===== src/rtl/hidden_layer_sched.sv =====
// hidden_layer_sched: time-shares one neuron datapath across a hidden layer; define SCHED_TIMEOUT_EN for a per-neuron RUN watchdog
module hidden_layer_sched #(
  parameter int dataWidth   = 16,
  parameter int fracWidth   = 12,
  parameter int NUM_NEURONS = 15,
  parameter int ADDR_W      = 4,
  parameter int TIMEOUT     = 64
) (
  input  logic                        clk,
  input  logic                        rst,
  input  logic                        start,
  output logic                        busy,
  output logic                        layer_done,
  output logic                        error,
  output logic [ADDR_W-1:0]           w_addr,
  output logic                        neuron_en,
  output logic                        neuron_rst_n,
  input  logic                        neuron_done,
  input  logic signed [2*dataWidth:0] neuron_result,
  output logic                        out_valid,
  input  logic                        out_ready,
  output logic [dataWidth-1:0]        out_data,
  output logic [ADDR_W-1:0]           out_idx
);
  typedef enum logic [2:0] {IDLE, LOAD, RUN, EMIT, FINISH} state_t;
  localparam logic signed [2*dataWidth:0] MAX_V = {{(dataWidth+2){1'b0}}, {(dataWidth-1){1'b1}}};
  localparam logic signed [2*dataWidth:0] MIN_V = {{(dataWidth+2){1'b1}}, {(dataWidth-1){1'b0}}};
  localparam logic [ADDR_W-1:0] LAST = ADDR_W'(NUM_NEURONS - 1);
  state_t state, state_nx;
  logic [ADDR_W-1:0] idx;
  logic first, accept, capture, timeout;
  logic [dataWidth-1:0] sat;
  // reject configurations the index or result formats cannot represent
  if ((2**ADDR_W) < NUM_NEURONS) begin : g_addr_chk
    $error("ADDR_W too narrow for NUM_NEURONS");
  end
  if (fracWidth >= dataWidth || TIMEOUT < 2) begin : g_fmt_chk
    $error("fracWidth must be below dataWidth and TIMEOUT at least 2");
  end
  assign accept  = state == IDLE && start;
  assign capture = state == RUN && neuron_done && !first;
  assign sat = neuron_result > MAX_V ? {1'b0, {(dataWidth-1){1'b1}}} :
               neuron_result < MIN_V ? {1'b1, {(dataWidth-1){1'b0}}} :
               neuron_result[dataWidth-1:0];
`ifdef SCHED_TIMEOUT_EN
  localparam int TW = $clog2(TIMEOUT + 1);
  logic [TW-1:0] run_cnt;
  logic err;
  assign timeout = state == RUN && !capture && run_cnt == TW'(TIMEOUT - 1);
  assign error = err;
  // RUN-cycle watchdog and sticky error, cleared by the next accepted start
  always_ff @(posedge clk or posedge rst)
    if (rst) begin
      run_cnt <= '0;
      err     <= 1'b0;
    end else begin
      run_cnt <= state == RUN ? run_cnt + 1'b1 : '0;
      err     <= accept ? 1'b0 : (timeout ? 1'b1 : err);
    end
`else
  assign timeout = 1'b0;
  assign error   = 1'b0;
`endif
  // state, neuron index, stale-done mask and captured result
  always_ff @(posedge clk or posedge rst)
    if (rst) begin
      state    <= IDLE;
      idx      <= '0;
      first    <= 1'b0;
      out_data <= '0;
      out_idx  <= '0;
    end else begin
      state <= state_nx;
      first <= state == LOAD;
      if (accept) idx <= '0;
      else if (state == EMIT && out_ready && idx != LAST) idx <= idx + 1'b1;
      if (capture) begin
        out_data <= sat;
        out_idx  <= idx;
      end
    end
  // next-state and Moore outputs
  always_comb begin
    state_nx = state;
    case (state)
      IDLE:    state_nx = start ? LOAD : IDLE;
      LOAD:    state_nx = RUN;
      RUN:     state_nx = capture ? EMIT : (timeout ? FINISH : RUN);
      EMIT:    state_nx = !out_ready ? EMIT : (idx == LAST ? FINISH : LOAD);
      FINISH:  state_nx = IDLE;
      default: state_nx = IDLE;
    endcase
    busy         = state == LOAD || state == RUN || state == EMIT;
    layer_done   = state == FINISH;
    w_addr       = state == IDLE ? '0 : idx;
    neuron_en    = state == RUN;
    neuron_rst_n = state != LOAD;
    out_valid    = state == EMIT;
  end
endmodule


===== config.mk =====
export PLATFORM = sky130hd
export DESIGN_NAME = hidden_layer_sched
export DESIGN_NICKNAME = d
export VERILOG_FILES = /design/src/rtl/hidden_layer_sched.sv
export SDC_FILE = /design/constraint.sdc
export NUM_CORES = 1
export LEC_CHECK = 0
export BUFFER_PORTS_ARGS = -buffer_cell sky130_fd_sc_hd__buf_2
export CORE_UTILIZATION = 41
export CTS_CLUSTER_DIAMETER = 60
export CTS_CLUSTER_SIZE = 10
export DETAILED_ROUTE_END_ITERATION = 6
export PLACE_DENSITY = 0.75
export SETUP_SLACK_MARGIN = 0.1
export SLEW_MARGIN = 20
export SYNTH_ARGS = -nofsm -noshare
export SYNTH_HDL_FRONTEND = slang
export SYNTH_SLANG_ARGS = --single-unit

===== constraint.sdc =====
create_clock -name clk -period 1.4 [get_ports clk]
set_input_delay 0.07 -clock clk [delete_from_list [all_inputs] [get_ports clk]]
set_output_delay 0.07 -clock clk [all_outputs]
set_load 0.03 [all_outputs]

==> results_dict.tcl <==
set metrics [dict create \
    outcome "finished with violations" \
    violations "setup timing" \
    cts_root_buf "sky130_fd_sc_hd__clkbuf_4" \
    number_of_drc_violations_after_detailed_routing_iteration_0 40 \
    leakagePower_nw 1.10 \
    post_route_cells_drive_above_1_share 0.568 \
    crit_path_end_kind "output pin" \
    via_count 1508 \
    clk-insertion-delay-late_ns 0.33 \
    place.detailed.hpwl_mm 2.40 \
    global_route.overflow_total 0 \
    crit_top_cell "sky130_fd_sc_hd__buf_6" \
    critPathSlowestCell "sky130_fd_sc_hd__dfrtp_2" \
    tritoncts.num_buffers 3 \
    route.detailed.drc 0 \
    synth_seq_cells 28 \
    synth.net_count 182 \
    type_of_the_worst_setup_path "reg -> out" \
    post-synth-top-count-cell "sky130_fd_sc_hd__dfrtp_1" \
    final_cell_count_no_fill 287 \
    cts_num_sinks 28 \
    postSynth.topFlopCell "sky130_fd_sc_hd__dfrtp_1" \
    tritoncts "built" \
    fin_worst_skew_ns 0.00156 \
    floorplan.core_area_sq_um 3130 \
    startpoint_type "flop" \
    synth_top_cells_by_count "28 x sky130_fd_sc_hd__dfrtp_1, 24 x sky130_fd_sc_hd__nor2_1, 15 x sky130_fd_sc_hd__o21ai_0, 15 x sky130_fd_sc_hd__o22ai_1, 5 x sky130_fd_sc_hd__nand2_1" \
    gr-usage-all-layers 0.220 \
    synth_cell_types 31 \
    chipHeight_um 60.3 \
    drt-pass1-iter-count 4 \
    synth.top_cell.area_share 0.504 \
    slowest_stage_delay_on_critical_path_ns 0.47 \
    avgViaCountPerCell 5.25 \
    fmax_mhz 655 \
    rsz0062_at_grt "yes" \
    fin_nets 284 \
    yosys-top-cells-area "sky130_fd_sc_hd__dfrtp_1 50%, sky130_fd_sc_hd__o22ai_1 6.7%, sky130_fd_sc_hd__nor2_1 6.5%" \
    buf_inv_on_cp 3 \
    ir_drop_uv 1480 \
    hold_ws_ns 0.0154 \
    cellPowerDensity_nw_per_um2 2250 \
    clkTransAtPathRegs_ns 0.15 \
    finish.utilization 0.791 \
    avgSynthCellArea_sq_um 9.80 \
    timing.hold.worst.class "in -> reg" \
    synth_enable_flop_cells 0 \
    period_needed_ns 1.53 \
    initial_core_util 0.445 \
    synth_top_area_cell "sky130_fd_sc_hd__dfrtp_1" \
    average_routed_wire_per_standard_cell_um 14.8 \
    fp.dieArea_sq_um 3630 \
    final-max-slew-violation-count 0 \
    grt_max_degree 29 \
    placed_cells_incl_taps 257 \
    wire_length_of_the_first_global_routing_pass_mm 5.97 \
    post_synth_inst_count 142 \
    postLayoutSetupSlackWorst_ns -0.127 \
    postRouteAntennaNets 0 \
    crit_path_max_fanout 4 \
    max-cap-violations 0 \
    synth-seq-area-share 0.504 \
    ys_warn_count 0 \
    wl_mm 4.24 \
    fillerInstances 202 \
    dieWidth_um 60.3 \
    num_antenna_cells 0 \
    rows 20 \
    vias_in_the_first_global_route 1405 \
    crit_arrival_ns 1.46 \
    ios 68 \
    timing.final.setup_violations 22 \
    cp_data_required_time_ns 1.33 \
    cp_cell_sequence "buf_6 > nor3_4 > buf_6 > nor2b_1 > buf_4" \
    layout-area-overhead-vs-synth_pct 77.9 \
    gpl.final_weighted_congestion 0.798 \
    timing.final.hold_violations 0 \
    post_synth_instance_area_sq_um 1390 \
    antenna_violations_before_repair 0 \
    critPathTopFamily "flip-flops" \
    clock_tree.buffer_depth 2 \
    io_buffer_count 66 \
    h-tree-depth 1 \
    ys_async_sr_fraction 1.00 \
    final_min_period_over_clock_period 1.09 \
]
## logic make-up after synthesis
family | after synthesis | share of synthesized area
buffers and inverters | 10 | 0.0387
and+or+nand+nor | 60 | 0.231
AOI/OAI and AO/OA | 34 | 0.155
muxes | 4 | 0.0324
adders and majority gates | 2 | 0.0180
other | 1 | 0.00270
xor gates and xnor gates | 3 | 0.0189
DFF | 28 | 0.504
## placed cells by master, fill, tap and decap left out, drive strengths merged
master and instances:
buf 85, dfrtp 28, nor2 25, dlygate4sd3 16, o21ai 15, o22ai 15, nand2 5, nor2b 5
clkbuf 5, nor4 4, nand4 4, inv 4, mux2 4, and3 4, nor3 4, nand3 3
and2 3, xnor2 3, ha 2, o31ai 1, a41oi 1, nand4b 1, a211oi 1, nor3b 1
or3b 1, a211o 1, conb 1, bufinv 1
## power breakdown
part,switching [W],leakage [nW],internal [W],total (W)
Sequential,0.000375,0.307,0.00118,0.00155
Clock,0.000248,0.0279,0.000290,0.000538
Combinational,0.00189,0.765,0.00158,0.00347
## sequential cells by signal (all words and copies together) (netlist names)
name / cells
out_data: 16
out_idx: 4
first: 1
state: 3
idx: 4
## stage by stage
step           setup TNS (ns)  cell area, sq um  worst slack, ns  power, W
3_5_place_dp                0              1870           0.0496   0.00394
3_3_place_gp                0              1870           0.0617   0.00389
5_1_grt                 -2.71              2470           -0.205   0.00586
2_1_floorplan               0              1420           0.0399   0.00313
4_1_cts                -0.533              2160          -0.0995   0.00494
6_report                -1.29              2470           -0.127   0.00556
## routing by layer
metal / GRT usage / up-vias / wire [um]
met5: 0 / - / 0
met4: 0.0764 / 0 / 91
met3: 0.0325 / 12 / 166
met2: 0.410 / 52 / 2310
met1: 0.252 / 732 / 1670
li1: - / 712 / -
## worst reg2reg max path: stages, from the launching register on
cell and delay (ns):
sky130_fd_sc_hd__dfrtp_2 0.45, sky130_fd_sc_hd__buf_6 0.12, sky130_fd_sc_hd__nor2_4 0.14, sky130_fd_sc_hd__and3_4 0.31, sky130_fd_sc_hd__buf_16 0.16, sky130_fd_sc_hd__o21ai_0 0.10
sky130_fd_sc_hd__o22ai_1 0.16
## worst paths after layout
check	depth (start not counted)	end	from	slack, ns
max reg2reg	6	out_data[9]	state[0]	-0.11
min	2	state[2]	out_ready	0.02
min reg2reg	2	out_data[15]	out_data[15]	0.51
max	5	w_addr[3]	state[2]	-0.13
max in group asynchronous	4	state[0]	rst	0.80
min in group asynchronous	4	out_idx[1]	rst	0.32
## cell type report
| class | instances | area, sq um | share of cell area |
|---|---|---|---|
| multi-input cells | 104 | 863 | 0.349 |
| repair buffers | 103 | 786 | 0.317 |
| flip-flops and latches | 28 | 703 | 0.284 |
| well taps | 44 | 55.1 | 0.0222 |
| clock inverters | 1 | 30.0 | 0.0121 |
| clock buffers | 3 | 22.5 | 0.00910 |
| inverters | 4 | 15.0 | 0.00607 |
## what timing repair did
action,in CTS,in global routing
endpoints found under the setup margin,28,33
pin swaps,9,23
buffers inserted,5,2
hold buffers,8,8
hold endpoints to repair,35,8
resized for setup,38,43
cloned,1,2
No activity file was read; power rests on OpenSTA's default activity.
